==> src/rtl/pipeline_reg_nslot_pkg.sv <==
// Shared definitions for the N-slot pipeline register: width helpers and
// latency-insensitive (valid/backpressure) handshake helpers.
package pipeline_reg_nslot_pkg;

    // Smallest r such that (1 << r) >= value; returns 0 for value <= 1.
    function automatic int clog2(input int value);
        int r;
        r = 0;
        for (int i = 0; i < 31; i++) begin
            if ((1 << i) < value) begin
                r = i + 1;
            end
        end
        return r;
    endfunction

    // Pointer width for a modulo-depth counter; never narrower than one bit.
    function automatic int ptr_width(input int depth);
        return (depth > 1) ? clog2(depth) : 1;
    endfunction

    // A token moves across an LI channel when it is valid and not backpressured.
    function automatic logic li_xfer(input logic valid, input logic bp);
        return valid & ~bp;
    endfunction

endpackage

==> src/rtl/pipeline_wrap_ctr.sv <==
// Modulo-Depth pointer: increments on inc, wraps from Depth-1 back to 0,
// cleared by the asynchronous active-low reset.
module pipeline_wrap_ctr
    import pipeline_reg_nslot_pkg::*;
#(
    parameter int Depth = 4,
    parameter int PW    = ptr_width(Depth)
) (
    input  logic          clk,
    input  logic          resetn,
    input  logic          inc,
    output logic [PW-1:0] ptr
);

    localparam logic [PW-1:0] Last = PW'(Depth - 1);

    always_ff @(posedge clk or negedge resetn) begin
        if (!resetn) begin
            ptr <= '0;
        end else if (inc) begin
            ptr <= (ptr == Last) ? '0 : ptr + PW'(1);
        end
    end

endmodule

==> src/rtl/pipeline_reg_nslot.sv <==
// N-slot circular-buffer pipeline register on an LI channel, with occupancy
// and almost-full status. Optional macro: PIPELINE_REG_BP_PASSTHRU_EN.
module pipeline_reg_nslot
    import pipeline_reg_nslot_pkg::*;
#(
    parameter int Width      = 8,
    parameter int Depth      = 4,
    parameter int AlmostFull = Depth - 1,
    localparam int CW        = clog2(Depth + 1),
    localparam int PW        = ptr_width(Depth)
) (
    input  logic             clk,
    input  logic             resetn,
    input  logic [Width-1:0] d,
    input  logic             d_valid,
    output logic             d_bp,
    output logic [Width-1:0] q,
    output logic             q_valid,
    input  logic             q_bp,
    output logic [CW-1:0]    count,
    output logic             almost_full
);

    localparam logic [CW-1:0] DepthC = CW'(Depth);
    localparam logic [CW-1:0] AfullC = CW'(AlmostFull);

    logic [Width-1:0] slot_q [Depth];
    logic [PW-1:0]    head;
    logic [PW-1:0]    tail;
    logic [CW-1:0]    count_q;
    logic [CW-1:0]    count_nxt;
    logic             full_q;
    logic             push;
    logic             pop;

    // Handshake: a token transfers on a channel in the cycle where its valid
    // is 1 and its bp is 0; valid and data hold steady while bp is 1, and bp
    // never depends on valid of the same channel.
    assign push = li_xfer(d_valid, d_bp);
    assign pop  = li_xfer(q_valid, q_bp);

`ifdef PIPELINE_REG_BP_PASSTHRU_EN
    // A full buffer still accepts when the head leaves in the same cycle.
    assign d_bp = full_q & q_bp;
`else
    assign d_bp = full_q;
`endif

    assign q_valid     = (count_q != '0);
    assign q           = slot_q[head];
    assign count       = count_q;
    assign almost_full = (count_q >= AfullC);

    always_comb begin
        count_nxt = count_q;
        case ({push, pop})
            2'b10:   count_nxt = count_q + CW'(1);
            2'b01:   count_nxt = count_q - CW'(1);
            default: count_nxt = count_q;
        endcase
    end

    // Count is held separately from the pointers so full and empty stay
    // unambiguous when Depth is not a power of two.
    always_ff @(posedge clk or negedge resetn) begin
        if (!resetn) begin
            count_q <= '0;
            full_q  <= 1'b0;
        end else begin
            count_q <= count_nxt;
            full_q  <= (count_nxt == DepthC);
        end
    end

    always_ff @(posedge clk or negedge resetn) begin
        if (!resetn) begin
            for (int i = 0; i < Depth; i++) begin
                slot_q[i] <= '0;
            end
        end else if (push) begin
            slot_q[tail] <= d;
        end
    end

    pipeline_wrap_ctr #(
        .Depth (Depth),
        .PW    (PW)
    ) u_head_ctr (
        .clk    (clk),
        .resetn (resetn),
        .inc    (pop),
        .ptr    (head)
    );

    pipeline_wrap_ctr #(
        .Depth (Depth),
        .PW    (PW)
    ) u_tail_ctr (
        .clk    (clk),
        .resetn (resetn),
        .inc    (push),
        .ptr    (tail)
    );

`ifndef SYNTHESIS
    always @(posedge clk) begin
        if (resetn) begin
            assert (count_q <= DepthC)
                else $error("pipeline_reg_nslot: count %0d exceeds depth %0d", count_q, Depth);
            assert (Depth >= 1 && Depth <= 256 && AlmostFull >= 1 && AlmostFull <= Depth)
                else $error("pipeline_reg_nslot: illegal Depth %0d / AlmostFull %0d", Depth, AlmostFull);
        end
    end
`endif

endmodule

==> config.mk <==
export PLATFORM = sky130hd
export DESIGN_NAME = pipeline_reg_nslot
export DESIGN_NICKNAME = d
export VERILOG_FILES = /design/src/rtl/pipeline_reg_nslot_pkg.sv /design/src/rtl/pipeline_wrap_ctr.sv /design/src/rtl/pipeline_reg_nslot.sv
export SDC_FILE = /design/constraint.sdc
export NUM_CORES = 1
export LEC_CHECK = 0
export CORE_MARGIN = 5
export CORE_UTILIZATION = 30
export DETAILED_ROUTE_END_ITERATION = 8
export SKIP_CTS_REPAIR_TIMING = 1
export SYNTH_ARGS = -nofsm -noshare
export SYNTH_HDL_FRONTEND = slang
export SYNTH_SLANG_ARGS = --single-unit
==> constraint.sdc <==
create_clock -name clk -period 2.25 [get_ports clk]
set_input_delay 0.45 -clock clk [delete_from_list [all_inputs] [get_ports clk]]
set_output_delay 0.45 -clock clk [all_outputs]
set_load 0.02 [all_outputs]
==> flow_metrics.py <==
metrics = {
    "logic_synthesis": {
        "synth_nets": 138,
        "yosysTopAreaCell": "dfrtp_1",
        "synth-warning-count": 0,
        "netlist_instances": 119,
        "synth.avg_cell_area_um2": 15.5,
        "synth_area_leaders": "dfrtp_1 (54%), mux2_2 (20%), mux4_2 (9.8%)",
        "ys_seq_elements": 40,
        "synth.top_cell.area_share_pct": 54.3,
        "mappedNetlistArea_mm2": 0.00184,
        "yosysSeqAreaShare_pct": 54.3,
        "yosysUniqueCellTypes": 22,
    },
    "finish": {
        "fin_area_mm2": 0.00235,
        "area_growth_pct": 27.6,
        "multi_input_area_um2": 816,
        "fill_cells": 568,
        "stdcell_count": 232,
        "n_antenna_cell": 0,
        "drive_gt1_share_pct": 43.9,
        "regArea_mm2": 0.00100,
        "nets": 175,
    },
    "detailed_routing": {
        "drt_pre_antenna_iters": 4,
        "wirelength_um": 3680,
        "drc": 0,
        "drt_iter0_drc": 22,
        "via_count": 1091,
        "via_per_inst": 4.70,
        "ant_nets": 0,
        "wl_per_cell_um": 15.9,
    },
    "cts": {
        "numCtsBuffers": 5,
        "clk_pin_slew_ns": 0.08,
        "h-tree-depth": 2,
        "cts-root-buf": "clkbuf_8",
        "clk_latency_ns": 0.28,
        "clock_sinks": 40,
        "clock_path_buffers": 2,
        "cts_tree": "built",
    },
    "timing": {
        "maxSlewHeadroom_pct": 67.2,
        "finalMaxSlewViolations": 0,
        "hold_violations": 0,
        "setup_viol": 0,
        "fmax_ghz": 0.464,
        "tightest_slew_ns": 0.492,
        "period_needed_ns": 2.15,
        "fin_skew_ns": 0.00378,
        "period_share_pct": 95.7,
    },
    "setup_path": {
        "crit_path_end": "d_bp",
        "startpoint": "q_bp",
        "r2r_cells": 8,
        "startpoint_type": "input pin",
        "cp.required_ns": 2.45,
        "cp.arrival_ns": 2.35,
        "worstSetupPathType": "input pin to register",
        "crit_path_end_kind": "register",
        "worst-path-max-fanout": 2,
        "rrSetupSlack_ns": 0.12,
        "r2r-end": "d_bp",
        "r2r-start": "count[2]",
    },
    "placement": {
        "place_congestion": 0.739,
        "portBuffers": 25,
        "dp_cells": 223,
        "detailed_place_hpwl_um": 2580,
        "dpl_cell_area_mm2": 0.00222,
    },
    "power": {
        "p_leak_uw": 0.00109,
        "power_switching_uw": 1260,
        "p_per_area_mw_per_mm2": 1540,
        "swShare_pct": 34.6,
        "irDropWorstVdd_v": 0.000749,
        "p_clk_share_pct": 13.3,
        "sequentialPowerShare_pct": 36.3,
        "cellInternalPower_uw": 2380,
        "power_frac_comb_pct": 50.3,
    },
    "global_route": {
        "grt_max_degree": 41,
        "grt.overflow.total": 0,
        "grt_pass1_vias": 1219,
        "antenna_found_initial": 0,
        "grt_pass1_wl_um": 6150,
        "globalRouteTotalUtil_pct": 10.5,
    },
    "die": {
        "initial_core_util_pct": 30.9,
        "fp.dieH_um": 88.4,
        "rows": 28,
        "die_w_um": 88.4,
        "io_pins": 26,
        "core-area_mm2": 0.00596,
        "dieArea_mm2": 0.00781,
    },
    "run_status": {
        "outcome": "finished clean",
    },
    "min_path": {
        "hp-class": "input pin to asynchronous set/reset pin",
    },
    "flow_run": {
        "max-cap-violations": 0,
    },
}
==> synth_stat cells (all sizes together) <==
cell type,count
a211oi,1
a21o,1
buf,3
dfrtp,40
fa,1
ha,6
inv,6
mux2,34
mux2i,1
mux4,8
nand2,7
nor2,2
nor2b,2
o21ai,3
or3,2
xnor2,1
xor2,1
==> critical path, cell delays in order <==
cell             delay, ns
clkdlybuf4s50_1       0.45
nor2b_4               0.14
ha_1                  0.18
inv_1                 0.06
fa_1                  0.37
xor2_1                0.16
or3_4                 0.35
a211oi_2              0.20
==> registers in the layout (all words and copies together), names as in the netlist <==
name and flops:
count 3, d_bp 1, slot_q 32, u_head_ctr.ptr 2, u_tail_ctr.ptr 2
==> cell usage in the layout (no fill, tap or decap), drive strengths merged <==
cell,instances
a211oi,1
a21o,1
buf,9
clkbuf,6
clkdlybuf4s50,16
clkinv,2
dfrtp,40
dlymetal6s2s,8
fa,1
ha,6
inv,6
mux2,34
mux2i,1
mux4,8
nand2,7
nor2,2
nor2b,2
o21ai,3
or3,2
xnor2,1
xor2,1
==> per-stage QoR <==
step | setup WS (ns) | setup TNS (ns) | util [%] | hold slack [ns] | total power [uW]
floorplan | 0.0239 | 0 | - | 0.154 | 2480
global placement | -0.118 | -0.118 | 37.3 | 0.481 | 3090
detailed placement | -0.313 | -0.390 | 37.3 | 0.488 | 3200
CTS | -0.105 | -0.672 | 38.9 | 0.230 | 3690
global route | -0.0124 | -0.0124 | 39.5 | 0.253 | 3900
finish | 0.0970 | 0 | 39.5 | 0.206 | 3630
==> how the worst min path moves through the flow <==
stage / endpoint / slack (ns) / start
finish: slot_q[31] / 0.21 / resetn
global route: slot_q[11] / 0.25 / resetn
CTS: slot_q[31] / 0.23 / resetn
detailed placement: slot_q[10] / 0.49 / slot_q[10]
global placement: slot_q[8] / 0.48 / slot_q[8]
floorplan: count[0] / 0.15 / resetn
==> metal layers <==
layer | track usage (%) | share of wire, % | up-vias
li1 | - | - | 498
met1 | 13.3 | 43 | 564
met2 | 17.3 | 51 | 25
met3 | 3.63 | 5.2 | 4
met4 | 2.61 | 0.63 | 0
met5 | 0 | 0 | -
==> cell type report <==
| class | count | share of cell area (%) |
|---|---|---|
| inverter | 6 | 0.957 |
| tap | 75 | 3.99 |
| timing repair buffer | 33 | 13.8 |
| clock inverter | 2 | 0.426 |
| sequential | 40 | 42.6 |
| clock buffer | 6 | 3.51 |
| multi-input combinational | 70 | 34.7 |
==> cell families after synthesis <==
| logic type | count (synthesis) | share of synthesized area (%) |
|---|---|---|
| AO/OA/AOI/OAI | 5 | 1.70 |
| XOR/XNOR | 2 | 0.951 |
| AND/OR/NAND/NOR | 13 | 4.41 |
| buffers and inverters | 9 | 1.97 |
| adder cells (fa/ha/maj) | 7 | 5.16 |
| flip-flops | 40 | 54.3 |
| multiplexers | 43 | 31.5 |
==> power groups by stage <==
stage          clock (uW)  sequential [uW]  combinational [uW]
4_1_cts               498             1320                1870
3_5_place_dp            0             1340                1870
2_1_floorplan           0             1270                1210
3_3_place_gp            0             1300                1790
6_report              484             1320                1830
5_1_grt               547             1370                1990
No activity file was read; power rests on OpenSTA's default activity.
